File: config.mk
export PLATFORM = sky130hd
export DESIGN_NAME = ramio_arbiter
export DESIGN_NICKNAME = d
export VERILOG_FILES = /design/src/rtl/ramio_arbiter.sv
export SDC_FILE = /design/constraint.sdc
export NUM_CORES = 1
export LEC_CHECK = 0
export CAP_MARGIN = 5
export CORE_ASPECT_RATIO = 1.1
export CORE_UTILIZATION = 35
export CTS_CLUSTER_DIAMETER = 50
export DETAILED_ROUTE_END_ITERATION = 8
export PLACE_DENSITY = 0.68
export SLEW_MARGIN = 20
export SYNTH_ARGS = -nofsm -noshare
export SYNTH_HDL_FRONTEND = slang
export SYNTH_SLANG_ARGS = --single-unit
export TNS_END_PERCENT = 20
File: constraint.sdc
create_clock -name clk -period 4.1 [get_ports clk]
set_clock_uncertainty 0.15 [all_clocks]
set_input_delay 0.82 -clock clk [delete_from_list [all_inputs] [get_ports clk]]
set_output_delay 0.82 -clock clk [all_outputs]
set_load 0.05 [all_outputs]
File: src/rtl/ramio_arbiter.sv
// ramio_arbiter
//   Shares a single ramio client port between two requesters: port 0 is
//   instruction fetch, port 1 is data load/store. One transaction is in flight
//   at a time. The winning command is latched into the ram_* registers and held
//   stable until ramio completes it. Read data and a one-cycle done pulse are
//   then returned, registered, to the port that was granted. A stalled ramio
//   is aborted after TimeoutCycles WAIT cycles.
//
//   Optional feature macro: RAMIO_ARBITER_ROUND_ROBIN_EN
//     defined   -> on a tie the port not granted last time wins
//     undefined -> fixed priority, port 0 wins ties
//
// Ports
//   clk, rst_n                 clock, asynchronous active-low reset
//   req[1:0]                   per-port request, held until that port's done
//   read_type0/1, write_type0/1, address0/1, data_in0/1
//                              per-port command, sampled at grant
//   done[1:0]                  one-cycle completion pulse per port
//   timeout                    qualifies done: transaction aborted, rdata = 0
//   rdata                      read result, held until the next done
//   grant_id                   port owning the current/last transaction
//   ram_enable, ram_read_type, ram_write_type, ram_address, ram_data_in
//                              command to ramio
//   ram_data_out, ram_data_out_ready, ram_busy
//                              response from ramio

module ramio_arbiter #(
   parameter int AddressBitWidth = 32,
   parameter int DataBitWidth    = 32,
   parameter int TimeoutCycles   = 4096
) (
   input  logic                       clk,
   input  logic                       rst_n,
   input  logic [1:0]                 req,
   input  logic [2:0]                 read_type0,
   input  logic [2:0]                 read_type1,
   input  logic [1:0]                 write_type0,
   input  logic [1:0]                 write_type1,
   input  logic [AddressBitWidth-1:0] address0,
   input  logic [AddressBitWidth-1:0] address1,
   input  logic [DataBitWidth-1:0]    data_in0,
   input  logic [DataBitWidth-1:0]    data_in1,
   output logic [1:0]                 done,
   output logic                       timeout,
   output logic [DataBitWidth-1:0]    rdata,
   output logic                       grant_id,
   output logic                       ram_enable,
   output logic [2:0]                 ram_read_type,
   output logic [1:0]                 ram_write_type,
   output logic [AddressBitWidth-1:0] ram_address,
   output logic [DataBitWidth-1:0]    ram_data_in,
   input  logic [DataBitWidth-1:0]    ram_data_out,
   input  logic                       ram_data_out_ready,
   input  logic                       ram_busy
);

   typedef enum logic [1:0] {
      IDLE  = 2'd0,
      ISSUE = 2'd1,
      WAIT  = 2'd2
   } state_t;

   // The counter only has to reach TimeoutCycles-1.
   localparam int CntW = (TimeoutCycles > 1) ? $clog2(TimeoutCycles) : 1;
   localparam logic [CntW-1:0] CntLast =
      (TimeoutCycles > 0) ? CntW'(TimeoutCycles - 1) : '0;

   state_t                     state_q, state_d;
   logic                       ram_enable_q, ram_enable_d;
   logic [2:0]                 ram_read_type_q, ram_read_type_d;
   logic [1:0]                 ram_write_type_q, ram_write_type_d;
   logic [AddressBitWidth-1:0] ram_address_q, ram_address_d;
   logic [DataBitWidth-1:0]    ram_data_in_q, ram_data_in_d;
   logic [1:0]                 done_q, done_d;
   logic                       timeout_q, timeout_d;
   logic [DataBitWidth-1:0]    rdata_q, rdata_d;
   logic                       grant_id_q, grant_id_d;
   logic [CntW-1:0]            cnt_q, cnt_d;

   logic                       pick;
   logic                       complete;
   logic                       timeout_hit;

   // Port selection; only meaningful when at least one req bit is set.
`ifdef RAMIO_ARBITER_ROUND_ROBIN_EN
   always_comb begin
      if (req == 2'b11) pick = ~grant_id_q;
      else              pick = req[1];
   end
`else
   always_comb begin
      pick = ~req[0];
   end
`endif

   // Writes finish on !busy alone; reads (and no-ops) also need data_out_ready.
   assign complete    = !ram_busy && ((ram_write_type_q != 2'b00) || ram_data_out_ready);
   assign timeout_hit = (TimeoutCycles != 0) && (cnt_q == CntLast);

   always_comb begin
      state_d          = state_q;
      ram_enable_d     = ram_enable_q;
      ram_read_type_d  = ram_read_type_q;
      ram_write_type_d = ram_write_type_q;
      ram_address_d    = ram_address_q;
      ram_data_in_d    = ram_data_in_q;
      done_d           = 2'b00;
      timeout_d        = 1'b0;
      rdata_d          = rdata_q;
      grant_id_d       = grant_id_q;
      cnt_d            = cnt_q;

      case (state_q)
         IDLE: begin
            // During a done cycle the finishing requester still shows req;
            // arbitration waits one cycle so it is not granted twice.
            if ((req != 2'b00) && (done_q == 2'b00)) begin
               grant_id_d   = pick;
               ram_enable_d = 1'b1;
               if (pick) begin
                  ram_read_type_d  = read_type1;
                  ram_write_type_d = write_type1;
                  ram_address_d    = address1;
                  ram_data_in_d    = data_in1;
               end else begin
                  ram_read_type_d  = read_type0;
                  ram_write_type_d = write_type0;
                  ram_address_d    = address0;
                  ram_data_in_d    = data_in0;
               end
               state_d = ISSUE;
            end
         end

         // Gives ramio/cache one cycle to see enable before busy is trusted.
         ISSUE: begin
            cnt_d   = '0;
            state_d = WAIT;
         end

         WAIT: begin
            if (complete || timeout_hit) begin
               done_d           = grant_id_q ? 2'b10 : 2'b01;
               ram_enable_d     = 1'b0;
               ram_read_type_d  = 3'b000;
               ram_write_type_d = 2'b00;
               ram_address_d    = '0;
               ram_data_in_d    = '0;
               state_d          = IDLE;
               // A real completion wins over an abort in the same cycle.
               if (complete) begin
                  if (ram_read_type_q != 3'b000) rdata_d = ram_data_out;
               end else begin
                  timeout_d = 1'b1;
                  rdata_d   = '0;
               end
            end else begin
               cnt_d = cnt_q + 1'b1;
            end
         end

         default: begin
            state_d      = IDLE;
            ram_enable_d = 1'b0;
         end
      endcase
   end

   always_ff @(posedge clk or negedge rst_n) begin
      if (!rst_n) begin
         state_q          <= IDLE;
         ram_enable_q     <= 1'b0;
         ram_read_type_q  <= 3'b000;
         ram_write_type_q <= 2'b00;
         ram_address_q    <= '0;
         ram_data_in_q    <= '0;
         done_q           <= 2'b00;
         timeout_q        <= 1'b0;
         rdata_q          <= '0;
         grant_id_q       <= 1'b0;
         cnt_q            <= '0;
      end else begin
         state_q          <= state_d;
         ram_enable_q     <= ram_enable_d;
         ram_read_type_q  <= ram_read_type_d;
         ram_write_type_q <= ram_write_type_d;
         ram_address_q    <= ram_address_d;
         ram_data_in_q    <= ram_data_in_d;
         done_q           <= done_d;
         timeout_q        <= timeout_d;
         rdata_q          <= rdata_d;
         grant_id_q       <= grant_id_d;
         cnt_q            <= cnt_d;
      end
   end

   assign done           = done_q;
   assign timeout        = timeout_q;
   assign rdata          = rdata_q;
   assign grant_id       = grant_id_q;
   assign ram_enable     = ram_enable_q;
   assign ram_read_type  = ram_read_type_q;
   assign ram_write_type = ram_write_type_q;
   assign ram_address    = ram_address_q;
   assign ram_data_in    = ram_data_in_q;

endmodule
# ---- Yosys cells after proc, flatten, opt, wreduce, memory -nomap -nowiden
# Index checks and enable logic that the tools add are counted.
dict set report op_classes {
  eq_ne 7
  mux 30
  n_bitwise 2
  addsub 1
  n_reduce_logical 18
}
# cell count
set op_table {}
lappend op_table {{$mux W32} 7}
lappend op_table {{$pmux W32 S2} 2}
lappend op_table {{$pmux W12 S2} 1}
lappend op_table {{$mux W2} 7}
lappend op_table {{$add A12 B1 Y12 const B} 1}
lappend op_table {{$eq A12 B12 Y1 const B} 1}
lappend op_table {{$mux W12} 1}
lappend op_table {{$mux W3} 3}
lappend op_table {{$reduce_and A3 Y1} 3}
lappend op_table {{$reduce_bool A2 Y1} 4}
lappend op_table {{$ne A2 B2 Y1 const B} 3}
lappend op_table {{$pmux W2 S3} 1}
lappend op_table {{$pmux W3 S2} 1}
lappend op_table {{$reduce_and A2 Y1} 3}
lappend op_table {{$mux W1} 5}
lappend op_table {{$logic_not A2 Y1} 2}
lappend op_table {{$pmux W2 S2} 1}
lappend op_table {{$pmux W1 S3} 1}
lappend op_table {{$reduce_bool A3 Y1} 1}
lappend op_table {{$eq A2 B1 Y1 const B} 1}
lappend op_table {{$eq A2 B2 Y1 const B} 1}
lappend op_table {{$logic_and A1 B1 Y1} 2}
lappend op_table {{$logic_or A1 B1 Y1} 2}
lappend op_table {{$ne A2 B1 Y1 const B} 1}
lappend op_table {{2 further kinds} 3}
dict set report word_totals {
  ff_bits 120
  output_inout_bits 106
  inputBits 176
}

# ---- Logic depth before layout (Yosys ltp)
# Gate-level depths: netlist (run 1).
dict set report logic_depth {
  word_depth 6
  ltp_mapped 7
}

# ---- Worst setup path before layout (run 1)
# OpenSTA, ideal clock, no wires.
dict set report synth_timing {
  path_kind {input to register}
  start {input req[0]}
  end {register ram_address_q[0], in the netlist ram_address[0]}
  t_required_ns 3.872
  n_path_buf 3
  setup_slack_ns 1.793
  arrival_ns 2.079
  path_stages 6
  cell_sequence {buf_2 > nor2_1 > or4b_2 > buf_2 > buf_2 > o2bb2ai_1}
}
dict set report synth_between {
  elab_chain_len 4
  elab_cells_between_ends 7
  classes_between {eq/ne (1); mux (3); reduce/logical (3)}
}
# item line_no
set synth_rtl {}
lappend synth_rtl {{start, declared} 34} ;# input logic [1:0] req,
lappend synth_rtl {{$reduce_bool A2 Y1} 117} ;# if ((req != 2'b00) && (done_q == 2'b00)) begin
lappend synth_rtl {{$logic_and A1 B1 Y1} 117}
lappend synth_rtl {{$ne A2 B2 Y1 (no source line)} -}
lappend synth_rtl {{$reduce_and A3 Y1 (no source line)} -}
lappend synth_rtl {{end signal, assigned} 187} ;# ram_address_q <= ram_address_d;
lappend synth_rtl {{end, declared} 72} ;# logic [AddressBitWidth-1:0] ram_address_q, ram_address_d;
# Several ways; a longest one is shown, not always the timed one. The select of a mux whose other input is x is not followed.
# A chain may end at the register's enable or synchronous reset.

# ---- Worst setup path after layout (run 1)
dict set report layout_timing {
  start {register ram_write_type_q[0], in the netlist ram_write_type[0]}
  end {output ram_write_type[0]}
}
# item line_no
set layout_rtl {}
lappend layout_rtl {{start, declared} 71} ;# logic [1:0] ram_write_type_q, ram_write_type_d;
lappend layout_rtl {{start signal, assigned} 186} ;# ram_write_type_q <= ram_write_type_d;
lappend layout_rtl {{end, declared} 49} ;# output logic [1:0] ram_write_type,
# No word-level cell between the ends.

==> impl_metrics.sql, run 1 <==
INSERT INTO impl_metrics (metric_group, metric, value, unit) VALUES
('status', 'status', 'finished clean', ''),
('yosys', 'synth_area_per_cell', '12.9', 'µm²'),
('floorplanning', 'chipWidth', '123', 'µm'),
('sta', 'post-route-period-util', '65.9', '%'),
('yosys', 'post_synthesis_net_count', '615', ''),
('sta', 'slew_headroom', '46.5', '%'),
('setup_path', 'max_stage_delay', '870', 'ps'),
('sta', 'finalHoldViolations', '0', ''),
('global_route', 'grt_util_all_layers', '20.1', '%'),
('yosys', 'yosysUniqueCellTypes', '44', ''),
('global_route', 'pin_count_of_the_biggest_net_entering_global_routing', '85', ''),
('yosys', 'yosys_register_bits', '120', ''),
('power_and_ir_drop', 'p_leak', '4.07', 'nW'),
('global_route', 'first_pass_grt_wire_length', '25100', 'µm'),
('floorplanning', 'floorplan.core_area', '15700', 'µm²'),
('hold_path', 'worst_hold_path_type', 'in2async', ''),
('cells_and_area', 'finish.net_count', '892', ''),
('setup_path', 'timing.critical_path.buf_inv', '1', ''),
('setup_path', 'criticalPathCategory', 'reg2out', ''),
('sta', 'final_max_slew_viol_count', '0', ''),
('yosys', 'mappedNetlistArea', '5630', 'µm²'),
('yosys', 'dominantRegCellSynth', 'dfrtp_1', ''),
('floorplanning', 'die_area', '16600', 'µm²'),
('floorplanning', 'initial_core_util', '35.8', '%'),
('routing', 'dr.pass1.iters', '4', ''),
('cells_and_area', 'finalCoreUtilization', '58.3', '%'),
('yosys', 'synth-warning-count', '0', ''),
('sta', 'unrepaired_setup_endpoints_after_global_routing', 'no', ''),
('placed_design', 'placement.cell_area', '8560', 'µm²'),
('power_and_ir_drop', 'power.density', '843', 'nW/µm²'),
('sta', 'setup_slack', '1400', 'ps'),
('power_and_ir_drop', 'share_clk_of_total_power', '19.7', '%'),
('power_and_ir_drop', 'seq_power_share', '25.8', '%'),
('sta', 'timing.fmax', '0.370', 'GHz'),
('setup_path', 'crit_arrival', '1730', 'ps'),
('sta', 'max_slew.worst_pin.slew', '802', 'ps'),
('clock_network', 'clock_latency', '410', 'ps'),
('power_and_ir_drop', 'pwr-share-comb', '54.6', '%'),
('setup_path', 'worst-path-max-fanout', '4', ''),
('routing', 'first_iter_violations', '123', ''),
('power_and_ir_drop', 'internal-power', '4.34', 'mW'),
('routing', 'drc', '0', ''),
('setup_path', 'timing.reg2reg.setup_slack', '1450', 'ps'),
('routing', 'vias', '4686', ''),
('setup_path', 'cp_data_required_time', '3130', 'ps'),
('yosys', 'synthArstFlopShare', '100', '%'),
('setup_path', 'worst_setup_path_startpoint', 'ram_write_type[0]', ''),
('yosys', 'post_synth_inst_count', '438', ''),
('clock_network', 'cts_root_buffer', 'clkbuf_16', ''),
('setup_path', 'critical_path.endpoint_type', 'output port', ''),
('cells_and_area', 'insertedDiodeCount', '0', ''),
('floorplanning', 'fp.dieH', '135', 'µm'),
('clock_network', 'tritoncts_num_sinks', '120', ''),
('placed_design', 'dpl_worst_slack', '985', 'ps'),
('setup_path', 'timing.reg2reg.worst_path_depth', '6', ''),
('routing', 'finalWirelength', '16100', 'µm'),
('setup_path', 'crit_family', 'buffers and inverters', ''),
('global_route', 'grt_remaining_overflow', '0', ''),
('clock_network', 'postCtsSetupBuffers', '0', ''),
('power_and_ir_drop', 'power.share.switching', '43.9', '%'),
('job', 'maxCapViolCount', '0', ''),
('setup_path', 'timing.critical_path.from_type', 'register', ''),
('floorplanning', 'floorplan.io_pins', '282', ''),
('floorplanning', 'fp-row-count', '48', ''),
('routing', 'via_density', '5.05', ''),
('cells_and_area', 'layout-drive-gt1-share', '11.4', '%'),
('sta', 'final_min_period', '2700', 'ps'),
('routing', 'number_of_nets_with_antenna_violations_after_routing', '0', ''),
('clock_network', 'cts_made_buffers', '17', ''),
('yosys', 'synth-seq-area-share', '53.3', '%'),
('power_and_ir_drop', 'power.switching', '3.40', 'mW');
worst min-delay path by stage:
stage | from | to | slack (ps) | depth (start not counted)
5_1_grt | ram_address[5] | ram_address[5] | 350 | 1
2_1_floorplan | cnt_q[10] | cnt_q[10] | 300 | 1
3_3_place_gp | cnt_q[10] | cnt_q[10] | 310 | 1
6_report | rst_n | ram_address[22] | 310 | 1
4_1_cts | ram_address[4] | ram_address[4] | 340 | 1
3_5_place_dp | ram_address[3] | ram_address[3] | 320 | 1
power by group through the flow:
stage	Sequential, mW	Clock (mW)	Combinational [mW]
after global placement	1.99	0	4.18
after floorplan	3.57	0	1.29
after global routing	2.06	1.60	4.41
after detailed placement	1.99	0	4.25
final	1.99	1.52	4.22
after CTS	2.00	1.55	4.25
per-layer routing:
metal | vias up | GRT usage [%] | routed length [µm]
met5 | - | 0 | 0
met4 | 0 | 8.88 | 322
met3 | 24 | 5.49 | 964
met2 | 169 | 35.0 | 8320
met1 | 2296 | 22.7 | 6450
li1 | 2197 | - | -
cell type report:
cell class,instances,area (µm²)
inverter,6,22.5
tap,200,250
fill,1321,6560
clock inverter,8,118
timing repair buffer,289,2880
multi-input combinational,281,2420
clock buffer,24,492
sequential,120,3000
synth_stat cells (all sizes together) (3+ instances only):
cell	instances	area share, %
o21ai	4	0.42
clkbuf	8	0.53
inv	6	0.40
mux2	37	9.4
nand2	6	0.40
and3	3	0.33
o31ai	3	0.40
nor3	5	0.53
mux2i	70	12
a22o	32	5.0
nor2	45	3.0
a21oi	5	0.44
nand3	5	0.44
o41ai	3	0.47
o311ai	3	0.47
nor4	3	0.33
buf	23	3.0
dfrtp	120	53
o2bb2ai	32	5.0
o211ai	3	0.40
cells in the final DEF (no fill, tap or decap), types with 6 or more instances in the layout:
cell             count
a22o_1              32
mux2_4              30
buf_4                8
nand2_1              6
o2bb2ai_1           32
mux2_2               7
clkbuf_16           17
dfrtp_1            120
nor2_1              45
mux2i_1             70
inv_1                6
clkdlybuf4s50_1    279
flip-flops by register name, summed over array words and instances (netlist names):
name / flops
cnt_q: 12
done: 2
grant_id: 1
ram_address: 32
ram_data_in: 32
ram_enable: 1
ram_read_type: 3
ram_write_type: 2
rdata: 32
state_q: 2
timeout: 1
logic make-up after synthesis:
group	after synthesis	synth area share [%]
flops	120	53.3
buf+inv	37	3.96
compound gates	94	14.0
fa+ha+maj	1	0.222
simple gates	79	6.65
mux	107	21.8
through the flow:
stage,std cells,hold slack [ps],power (mW)
6_report,928,305,7.73
3_3_place_gp,896,309,6.17
3_5_place_dp,896,323,6.24
5_1_grt,928,350,8.07
2_1_floorplan,438,297,4.86
4_1_cts,928,339,7.80
Note: power is estimated with default switching activity, not from simulation.
==> run 2: changes to the inputs <==
--- a/config.mk
+++ b/config.mk
@@ -10,7 +10,7 @@
 export CORE_UTILIZATION = 35
 export CTS_CLUSTER_DIAMETER = 50
 export DETAILED_ROUTE_END_ITERATION = 8
-export PLACE_DENSITY = 0.68
+export PLACE_DENSITY = 0.71
 export SLEW_MARGIN = 20
 export SYNTH_ARGS = -nofsm -noshare
 export SYNTH_HDL_FRONTEND = slang
==> constraint.sdc (replaced) <==
create_clock -name clk -period 2.44 [get_ports clk]
set_clock_uncertainty 0.15 [all_clocks]
set_input_delay 0.488 -clock clk [delete_from_list [all_inputs] [get_ports clk]]
set_output_delay 0.488 -clock clk [all_outputs]
set_load 0.05 [all_outputs]
==> impl_metrics.sql, run 2 (same netlist as run 1, synthesis figures left out) <==
INSERT INTO impl_metrics (metric_group, metric, value, unit) VALUES
('global_route', 'grt_util_all_layers', '19.2', '%'),
('setup_path', 'timing.reg2reg.worst_path_depth', '6', ''),
('global_route', 'first_pass_grt_wire_length', '24500', 'µm'),
('sta', 'final_min_period', '2340', 'ps'),
('cells_and_area', 'layout-area-overhead-vs-synth', '65.3', '%'),
('cells_and_area', 'register_area', '3000', 'µm²'),
('sta', 'timing.fmax', '0.428', 'GHz'),
('hold_path', 'hold_path_end', 'ram_address[12]', ''),
('sta', 'number_of_setup_violations_in_the_final_report', '0', ''),
('setup_path', 'crit_chain', 'clkdlybuf4s50_1', ''),
('floorplanning', 'initial_core_util', '35.8', '%'),
('routing', 'post_drt_wl_per_cell', '16.7', 'µm'),
('global_route', 'grt_remaining_overflow', '0', ''),
('power_and_ir_drop', 'power.switching', '5.68', 'mW'),
('placed_design', 'placement.cell_area', '8720', 'µm²'),
('status', 'status', 'finished clean', ''),
('clock_network', 'tritoncts_num_sinks', '120', ''),
('clock_network', 'cts_made_buffers', '17', ''),
('power_and_ir_drop', 'p_leak', '4.13', 'nW'),
('power_and_ir_drop', 'worst_ir_drop_vdd', '0.696', 'mV'),
('cells_and_area', 'final_area', '9300', 'µm²'),
('sta', 'slew_headroom', '63.8', '%'),
('power_and_ir_drop', 'power.share.switching', '43.8', '%'),
('setup_path', 'r2r-start', 'cnt_q[0]', ''),
('routing', 'via_density', '5.01', ''),
('cells_and_area', 'layout-drive-gt1-share', '12.6', '%'),
('global_route', 'antenna_found_initial', '0', ''),
('setup_path', 'cp_data_required_time', '1800', 'ps'),
('hold_path', 'hold_path_depth', '1', ''),
('setup_path', 'max_stage_delay', '860', 'ps'),
('placed_design', 'place.detailed.hpwl', '11400', 'µm'),
('placed_design', 'quantity_of_i_o_buffers_inserted_on_ports', '281', ''),
('placed_design', 'gp_congestion', '0.795', ''),
('power_and_ir_drop', 'seq_power_share', '25.8', '%'),
('sta', 'post-route-period-util', '95.8', '%'),
('hold_path', 'worst_hold_path_type', 'reg2reg', ''),
('routing', 'number_of_nets_with_antenna_violations_after_routing', '0', ''),
('setup_path', 'crit_arrival', '1700', 'ps'),
('routing', 'dr.pass1.iters', '4', ''),
('cells_and_area', 'fillerInstances', '1325', ''),
('cells_and_area', 'total_area_of_multi_input_combinational_cells', '2420', 'µm²'),
('job', 'maxCapViolCount', '0', ''),
('global_route', 'grt_pass1_vias', '4972', ''),
('sta', 'unrepaired_setup_endpoints_after_global_routing', 'no', ''),
('power_and_ir_drop', 'share_clk_of_total_power', '18.4', '%'),
('routing', 'finalWirelength', '15600', 'µm'),
('clock_network', 'htree_levels', '4', ''),
('cells_and_area', 'mostFrequentLayoutCells', 'clkdlybuf4s50_1, dfrtp_1, mux2i_1', ''),
('cells_and_area', 'layout.cells.most_common', 'clkdlybuf4s50_1', ''),
('hold_path', 'worst_hold_start', 'ram_address[12]', ''),
('sta', 'holdWs', '333', 'ps'),
('sta', 'setup_tns', '0', 'ps'),
('power_and_ir_drop', 'power.density', '1390', 'nW/µm²'),
('sta', 'finalHoldViolations', '0', ''),
('routing', 'vias', '4695', ''),
('setup_path', 'worst_path_max_delay_cell', 'clkdlybuf4s50_1', ''),
('routing', 'drc', '0', ''),
('setup_path', 'timing.reg2reg.setup_slack', '130', 'ps'),
('global_route', 'pin_count_of_the_biggest_net_entering_global_routing', '71', ''),
('sta', 'final_max_slew_viol_count', '0', ''),
('floorplanning', 'floorplan.core_area', '15700', 'µm²'),
('setup_path', 'worst-path-max-fanout', '4', ''),
('clock_network', 'ctsResizeCount', '0', ''),
('setup_path', 'timing.critical_path.from_type', 'register', ''),
('clock_network', 'cts.reportedPaths.clkPinSlew', '50', 'ps'),
('setup_path', 'crit_family', 'buffers and inverters', ''),
('setup_path', 'timing.rr.end', 'ram_address[22]', ''),
('cells_and_area', 'insertedDiodeCount', '0', ''),
('floorplanning', 'fp-row-count', '48', ''),
('floorplanning', 'die_area', '16600', 'µm²'),
('sta', 'max_slew.worst_pin.slew', '541', 'ps'),
('cells_and_area', 'finish.net_count', '903', ''),
('setup_path', 'timing.critical_path.buf_inv', '1', ''),
('clock_network', 'clock_latency', '400', 'ps'),
('floorplanning', 'fp.dieH', '135', 'µm'),
('floorplanning', 'chipWidth', '123', 'µm'),
('clock_network', 'cts_tree', 'yes', ''),
('routing', 'first_iter_violations', '210', ''),
('power_and_ir_drop', 'internal-power', '7.29', 'mW'),
('clock_network', 'cts_max_path_buffers', '2', ''),
('setup_path', 'criticalPathCategory', 'reg2out', ''),
('setup_path', 'critical_path.endpoint_type', 'output port', ''),
('power_and_ir_drop', 'pwr-share-comb', '55.8', '%'),
('power_and_ir_drop', 'post-layout-total-power', '13.0', 'mW'),
('clock_network', 'cts_root_buffer', 'clkbuf_16', ''),
('floorplanning', 'floorplan.io_pins', '282', '');
[run 2: power groups by stage]
stage | clock, mW | sequential [mW] | combinational (mW)
floorplan | 0 | 6.01 | 2.17
global placement | 0 | 3.33 | 7.19
detailed placement | 0 | 3.35 | 7.30
CTS | 2.45 | 3.35 | 7.31
global route | 2.56 | 3.45 | 7.60
finish | 2.39 | 3.34 | 7.24
[run 2: worst max-delay path by stage]
stage | cells after the start | to | from | slack, ps
6_report | 1 | ram_write_type[0] | ram_write_type[0] | 100
5_1_grt | 6 | ram_data_in[13] | cnt_q[0] | 30
4_1_cts | 1 | ram_write_type[0] | ram_write_type[0] | 90
3_5_place_dp | 5 | cnt_q[7] | ram_data_out_ready | 30
3_3_place_gp | 5 | cnt_q[7] | ram_data_out_ready | 60
2_1_floorplan | 7 | ram_address[10] | cnt_q[0] | 300
[run 2: area by class of cell]
class | count | share of cell area (%)
clock inverters | 9 | 1.08
flip-flops and latches | 120 | 32.3
multi-input cells | 281 | 26.0
well taps | 200 | 2.69
repair buffers | 300 | 32.7
inverters | 6 | 0.242
clock buffers | 21 | 5.06
[run 2: layer usage]
metal  share of wire (%)  up-vias  GRT usage (%)
li1                    -     2211              -
met1                  41     2284           22.1
met2                  51      185           33.4
met3                 7.1       15           5.79
met4                 1.2        0           6.64
met5                   0        -              0
[run 2: repair_timing]
action / CTS / global route
buffers inserted: 0 / 0
setup endpoints to repair: 0 / 0
hold buffers: 1 / 0
hold endpoints to repair: 33 / 0
[run 2: per-stage QoR]
step	setup slack, ps	cells	util [%]
after floorplan	304	438	-
after global placement	56.3	906	55.4
after detailed placement	28.3	906	55.4
after CTS	85.0	937	59.1
after global routing	30.7	937	59.1
final	103	937	59.1
